===== src/rtl/serial_csa_adder.sv =====
// Multi-cycle WIDTH-bit adder: two bits per cycle through a carry-select slice.
// Optional signed-overflow output is enabled by defining SERIAL_CSA_OVF_EN.
module serial_csa_adder #(
    parameter int WIDTH = 8
) (
    input  logic             clock,
    input  logic             reset_n,
    input  logic             start,
    input  logic [WIDTH-1:0] op_a,
    input  logic [WIDTH-1:0] op_b,
    input  logic             cin,
    output logic             busy,
    output logic             done,
    output logic [WIDTH-1:0] sum,
`ifdef SERIAL_CSA_OVF_EN
    output logic             ovf,
`endif
    output logic             cout
);

    localparam int N  = WIDTH / 2;
    localparam int CW = (N > 1) ? $clog2(N) : 1;

    typedef enum logic [1:0] {
        IDLE,
        RUN,
        DONE
    } state_t;

    state_t           state;
    state_t           next_state;
    logic [WIDTH-1:0] opa_sh;
    logic [WIDTH-1:0] opb_sh;
    logic [WIDTH-1:0] res_sh;
    logic             carry;
    logic [CW-1:0]    cnt;

    logic             accept;
    logic             last;
    logic [1:0]       a2;
    logic [1:0]       b2;
    logic [2:0]       sel0;
    logic [2:0]       sel1;
    logic [1:0]       slice_s;
    logic             slice_c;
    logic [WIDTH+1:0] res_cat;
    logic [WIDTH-1:0] res_next;
`ifdef SERIAL_CSA_OVF_EN
    logic             msb_cin;
`endif

    assign accept = start && (state != RUN);
    assign last   = (cnt == CW'(N - 1));
    assign busy   = (state == RUN);
    assign done   = (state == DONE);

    always_comb begin
        next_state = state;
        case (state)
            IDLE:    if (start) next_state = RUN;
            RUN:     if (last) next_state = DONE;
            DONE:    next_state = start ? RUN : IDLE;
            default: next_state = IDLE;
        endcase
    end

    // Both carry hypotheses are formed up front; the registered carry picks one.
    always_comb begin
        a2       = opa_sh[1:0];
        b2       = opb_sh[1:0];
        sel0     = {1'b0, a2} + {1'b0, b2};
        sel1     = sel0 + 3'd1;
        {slice_c, slice_s} = carry ? sel1 : sel0;
        res_cat  = {slice_s, res_sh};
        res_next = res_cat[WIDTH+1:2];
`ifdef SERIAL_CSA_OVF_EN
        msb_cin  = carry ? (a2[0] | b2[0]) : (a2[0] & b2[0]);
`endif
    end

    always_ff @(posedge clock or negedge reset_n) begin
        if (!reset_n) state <= IDLE;
        else          state <= next_state;
    end

    always_ff @(posedge clock or negedge reset_n) begin
        if (!reset_n) begin
            opa_sh <= '0;
            opb_sh <= '0;
            res_sh <= '0;
            carry  <= 1'b0;
            cnt    <= '0;
            sum    <= '0;
            cout   <= 1'b0;
`ifdef SERIAL_CSA_OVF_EN
            ovf    <= 1'b0;
`endif
        end else if (accept) begin
            opa_sh <= op_a;
            opb_sh <= op_b;
            res_sh <= '0;
            carry  <= cin;
            cnt    <= '0;
        end else if (state == RUN) begin
            opa_sh <= opa_sh >> 2;
            opb_sh <= opb_sh >> 2;
            res_sh <= res_next;
            carry  <= slice_c;
            cnt    <= cnt + CW'(1);
            // Outputs move only on the completing edge so they hold through RUN.
            if (last) begin
                sum  <= res_next;
                cout <= slice_c;
`ifdef SERIAL_CSA_OVF_EN
                ovf  <= msb_cin ^ slice_c;
`endif
            end
        end
    end

endmodule

===== config.mk =====
export PLATFORM = sky130hd
export DESIGN_NAME = serial_csa_adder
export DESIGN_NICKNAME = d
export VERILOG_FILES = /design/src/rtl/serial_csa_adder.sv
export SDC_FILE = /design/constraint.sdc
export NUM_CORES = 1
export LEC_CHECK = 0
export CAP_MARGIN = 20
export CORE_ASPECT_RATIO = 0.9
export CORE_MARGIN = 5
export CORE_UTILIZATION = 52
export DETAILED_ROUTE_END_ITERATION = 10
export PLACE_DENSITY_LB_ADDON = 0.3
export SYNTH_ARGS = -nofsm -noshare
export SYNTH_HDL_FRONTEND = slang
export SYNTH_SLANG_ARGS = --single-unit

===== constraint.sdc =====
create_clock -name clock -period 2.3 [get_ports clock]
set_input_delay 0.46 -clock clock [delete_from_list [all_inputs] [get_ports clock]]
set_output_delay 0.46 -clock clock [all_outputs]
set_load 0.005 [all_outputs]

==> results of run 1 <==
## worst max-delay path: cells and delay by family (launching register included)
kind / cells / cell delay [ns]
buffers and inverters: 2 / 0.61
DFF: 1 / 0.40
and+or+nand+nor: 1 / 0.35
## power by group through the flow
stage / Sequential [uW] / Clock [uW] / Combinational [uW]
after floorplan: 1060 / 0 / 971
after global placement: 1080 / 0 / 1130
after detailed placement: 1100 / 0 / 1170
after CTS: 1090 / 621 / 1180
after global routing: 1130 / 648 / 1290
final: 1090 / 603 / 1160
## synthesized netlist by cell type, drive strengths merged (2+ instances only)
cell	number
nand3	3
dfrtp	36
o21ai	23
nand2	27
mux2i	18
inv	3
buf	8
mux2	6
nor2	4
ha	3
a211oi	2
## per-stage QoR
stage	instance area, sq um	instances	utilization (%)	setup slack [ns]	hold slack, ns
floorplan	1760	142	-	0.643	0.164
global placement	2030	211	61.1	0.522	0.461
detailed placement	2030	211	61.1	0.487	0.470
CTS	2160	219	64.9	0.158	0.273
global route	2160	219	64.9	0.0679	0.312
finish	2160	219	64.9	0.187	0.245
## worst max-delay path by stage
| stage | from | end | depth (start not counted) |
|---|---|---|---|
| 2_1_floorplan | opa_sh[0]$_DFFE_PN0P_ | carry$_DFFE_PN0P_ | 6 |
| 3_3_place_gp | state[1]$_DFFE_PN0P_ | busy | 3 |
| 3_5_place_dp | state[1]$_DFFE_PN0P_ | busy | 3 |
| 4_1_cts | state[1]$_DFFE_PN0P_ | busy | 3 |
| 5_1_grt | state[1]$_DFFE_PN0P_ | busy | 3 |
| 6_report | state[1]$_DFFE_PN0P_ | busy | 3 |
## flip-flops by register name (all words and copies together) (netlist names)
| signal | count |
|---|---|
| state | 2 |
| cnt | 2 |
| cout | 1 |
| carry | 1 |
| sum | 8 |
| res_sh | 6 |
| opb_sh | 8 |
| opa_sh | 8 |
## metal layers
metal  wire [microns]  track usage (%)
met5                0                0
met4               48             6.34
met3              147             4.74
met2             1450             23.2
met1             1280             17.9
## cells by family (layout without fill, tap and decap cells)
group                    after synthesis  after routing  synth area share (%)
AND/OR/NAND/NOR                       39             39                  11.2
flip-flops                            36             36                  51.2
AO/OA/AOI/OAI                         26             26                  11.9
multiplexers                          24             24                  14.7
buffers and inverters                 11             44                  6.68
adder cells (fa/ha/maj)                4              4                  3.27
XOR/XNOR                               2              2                 0.996
## layout make-up
cell class,count,area share [%]
flip-flops and latches,36,41.7
repair buffers,33,14.7
clock buffers,7,4.46
well taps,44,2.55
inverters,3,0.869
clock inverters,1,1.39
multi-input cells,95,34.3
## placed cells by master, fill, tap and decap left out, drive strengths merged
cell,n
nand3b,1
nor2,4
xor2,1
mux2,6
dfrtp,36
and3b,1
nor3,1
clkbuf,7
o21ai,23
inv,3
clkdlybuf4s50,29
ha,3
a211oi,2
and2b,1
buf,4
mux2i,18
bufinv,1
o22ai,1
nand2,27
nand2b,1
nand3,3
xnor2,1
fa,1
==> flow_summary.ini, run 1 <==
[drt]
viasPerCell = 5.05
dr.pass1.iters = 4
detail_route.iter0.violations = 73
drc_errors = 0
drt-wirelength-per-cell_microns = 13.4
wirelength_microns = 2920
vias = 1106
drtAntennaViolNets = 0

[pwr]
irDropWorstVdd_uv = 577
p_int_uw = 1860
switchingPower_uw = 989
total_power_uw = 2850
leakagePower_uw = 0.00101
power_density_mw_per_mm2 = 1320
p_comb_share_pct = 40.7
seqPwrFrac_pct = 38.1
p_clk_share_pct = 21.2
switching_share_pct = 34.7

[sta]
clock_skew_ns = 0.00560
setup_viol = 0
tightest_slew_ns = 0.778
finalHoldViolCount = 0
rsz0062_at_grt = false
fmaxAchievable_ghz = 0.473
post-route-period-util_pct = 91.9
setup-tns-final_ns = 0
min_period_ns = 2.11
slew_headroom_pct = 48.2
slew_viol_final = 0

[die]
ioPinCount = 31
core_area_sq_mm = 0.00333
num_rows = 20
die_w_microns = 71.3
start_util_pct = 52.9
fp.dieArea_sq_mm = 0.00465
die_h_microns = 65.2

[worst_hold_path]
min_path_type = in -> async

[placed_design]
dp_hpwl_microns = 2120
io_buffers = 30
gp_congestion = 0.808

[worst_setup_path]
arrival_ns = 1.65
path_class = reg -> out
crit_path_end_kind = primary output
r2r_start = opa_sh[0]$_DFFE_PN0P_
r2r_setup_slack_ns = 0.53
reg2regPathDepth = 6
crit_chain = nand2b_1 > inv_8 > clkdlybuf4s50_1
crit_required_ns = 1.84
slowest_stage = clkdlybuf4s50_1
start_kind = flip-flop
critical_path.max_stage_delay_ns = 0.50
crit_fanout = 9
rr_endpoint = carry$_DFFE_PN0P_

[layout]
drive_gt1_share_pct = 26.9
register_area_sq_um = 901
layout.nets = 198
multi_input_area_sq_um = 741
n_antenna_cell = 0
area_delta_synth_final_pct = 22.8
num-fill-cells = 268

[synth]
synth_top_cell_area_share_pct = 51.2
synth_area_leader_cell = dfrtp_1
avgSynthCellArea_sq_um = 12.4
ys_warn_count = 0
synth_edf_count = 0
seq_area_frac_synth_pct = 51.2
syn_inst = 142
synth-seq-cells = 36
yosys_most_used_dff = dfrtp_1
syn_area_sq_mm = 0.00176
synth-async-reset-ratio_pct = 100
synth_nets = 166
ys_top_cells_by_area = dfrtp_1 (51%), mux2i_1 (10%), o21ai_2 (8.5%), nand2_1 (4.3%), mux2_4 (2.6%)
ys_types = 28

[cts]
h-tree-depth = 2
cts_tree = yes
numClockSinks = 36
cts_resized = 0
path_clk_slew_ns = 0.07
ctsHoldBuffers = 0
cts_buffers = 5
cts_root_buf = clkbuf_8
cts_buffer_depth = 2
post-cts-setup-buffers = 0
clock_latency_ns = 0.29

[global_route]
grt_pass1_vias = 1143
grt_use_total_pct = 14.5
grt_max_degree = 41
grt-ovfl-total = 0
antenna_found_initial = 0
grt_pass1_wl_microns = 5220

[outcome]
status = completed

[flow_run]
maxCapViolCount = 0
Note: power is estimated with default switching activity, not from simulation.
==> run 2, diff against run 1 <==
--- a/config.mk
+++ b/config.mk
@@ -8,9 +8,10 @@
 export CAP_MARGIN = 20
 export CORE_ASPECT_RATIO = 0.9
 export CORE_MARGIN = 5
-export CORE_UTILIZATION = 52
+export CORE_UTILIZATION = 47
 export DETAILED_ROUTE_END_ITERATION = 10
 export PLACE_DENSITY_LB_ADDON = 0.3
+export SKIP_CTS_REPAIR_TIMING = 1
 export SYNTH_ARGS = -nofsm -noshare
 export SYNTH_HDL_FRONTEND = slang
 export SYNTH_SLANG_ARGS = --single-unit
==> constraint.sdc (replaced) <==
create_clock -name clock -period 1.7 [get_ports clock]
set_input_delay 0.34 -clock clock [delete_from_list [all_inputs] [get_ports clock]]
set_output_delay 0.34 -clock clock [all_outputs]
set_load 0.005 [all_outputs]
==> flow_summary.ini, run 2 (synthesis gave the netlist of run 1 again) <==
[outcome]
status = finished with violations
violations = setup timing

[worst_setup_path]
r2r_start = opa_sh[0]$_DFFE_PN0P_
start_kind = flip-flop
r2r_setup_slack_ns = -0.05
crit_fanout = 3
critPathLaunch = opa_sh[0]$_DFFE_PN0P_
reg2regPathDepth = 6
crit_path_end_kind = flip-flop
rr_endpoint = cout$_DFFE_PN0P_
crit_required_ns = 1.87
path_class = reg -> reg
arrival_ns = 1.92

[cts]
numClockSinks = 36
cts_buffer_depth = 2
clock_latency_ns = 0.29
path_clk_slew_ns = 0.07
cts_buffers = 5
cts_root_buf = clkbuf_8
cts_tree = yes
h-tree-depth = 2

[pwr]
power_density_mw_per_mm2 = 1800
leakagePower_uw = 0.00105
irDropWorstVdd_uv = 631

[drt]
drc_errors = 0
wirelength_microns = 3170
detail_route.iter0.violations = 65
vias = 1147
viasPerCell = 5.12
dr.pass1.iters = 4
drt-wirelength-per-cell_microns = 14.2
drtAntennaViolNets = 0

[sta]
min_period_ns = 1.75
slew_viol_final = 0
setup_viol = 3
finalHoldViolCount = 0
slew_headroom_pct = 78.8
post-route-period-util_pct = 103
clock_skew_ns = 0.00580
tightest_slew_ns = 0.318
fmaxAchievable_ghz = 0.571
fin_ws_ns = -0.0504
rsz0062_at_grt = true

[die]
start_util_pct = 47.8
core_area_sq_mm = 0.00368
fp.dieArea_sq_mm = 0.00507
num_rows = 21
ioPinCount = 31
die_h_microns = 68.0
die_w_microns = 74.5

[placed_design]
place_ws_ns = -0.0475
io_buffers = 30
dp_hpwl_microns = 2140
gp_congestion = 0.725

[layout]
top_regs = opa_sh: 8 flops, opb_sh: 8 flops, sum: 8 flops
layout.nets = 202
fin_util_pct = 60.8
area_delta_synth_final_pct = 27.1
n_antenna_cell = 0
layout_common_cells = dfrtp_1 (35), clkdlybuf4s50_1 (27), nand2_1 (19)
register_area_sq_um = 902
num-fill-cells = 302
drive_gt1_share_pct = 32.6
multi_input_area_sq_um = 790
layout_commonest_cell = dfrtp_1

[global_route]
grt_max_degree = 41
grt-ovfl-total = 0
antenna_found_initial = 0
grt_pass1_vias = 1147
grt_use_total_pct = 13.7
grt_pass1_wl_microns = 5160

[flow_run]
maxCapViolCount = 0

[worst_hold_path]
min_path_type = in -> async
==> run 2: where the power goes <==
| group | switching [uW] | internal [uW] |
|---|---|---|
| logic | 923 | 1050 |
| registers | 263 | 1220 |
| clock network | 291 | 278 |
| total | 1480 | 2560 |
==> run 2: worst max-delay path, cell delays in order (launching register included) <==
cell,delay (ns)
dfrtp_1,0.38
ha_2,0.20
fa_2,0.60
ha_4,0.16
nand2_2,0.06
xor2_1,0.16
o21ai_1,0.07
==> run 2: worst max path at each step <==
stage / depth (start not counted) / to / slack [ns]
global route: 6 / cout$_DFFE_PN0P_ / -0.09
global placement: 6 / carry$_DFFE_PN0P_ / 0.02
detailed placement: 5 / sum[7]$_DFFE_PN0P_ / -0.05
finish: 6 / cout$_DFFE_PN0P_ / -0.05
CTS: 3 / busy / -0.18
floorplan: 6 / carry$_DFFE_PN0P_ / 0.04
==> run 2: layer usage <==
| metal | share of wire [%] | wire [microns] | global-route usage, % |
|---|---|---|---|
| met4 | 0.95 | 30 | 4.67 |
| met5 | 0 | 0 | 0 |
| met1 | 44 | 1380 | 16.4 |
| met3 | 4.5 | 143 | 4.99 |
| met2 | 51 | 1620 | 22.9 |
==> run 2: final cells by class <==
type	instances	share of cell area (%)
Inverter	3	0.839
Timing Repair Buffer	37	17.5
Clock buffer	6	3.25
Tap cell	46	2.57
Multi-Input combinational cell	95	35.3
Sequential cell	36	40.3
Clock inverter	1	0.224
==> run 2: metrics by stage <==
step	hold WS [ns]	setup TNS, ns	std cells	cell area [sq um]	power, uW
2_1_floorplan	0.0444	0	142	1760	2750
3_3_place_gp	0.317	0	214	2080	3070
3_5_place_dp	0.315	-0.115	214	2080	3150
4_1_cts	0.00920	-0.462	221	2160	3730
5_1_grt	0.0147	-0.321	224	2240	4340
6_report	0.00281	-0.107	224	2240	4030
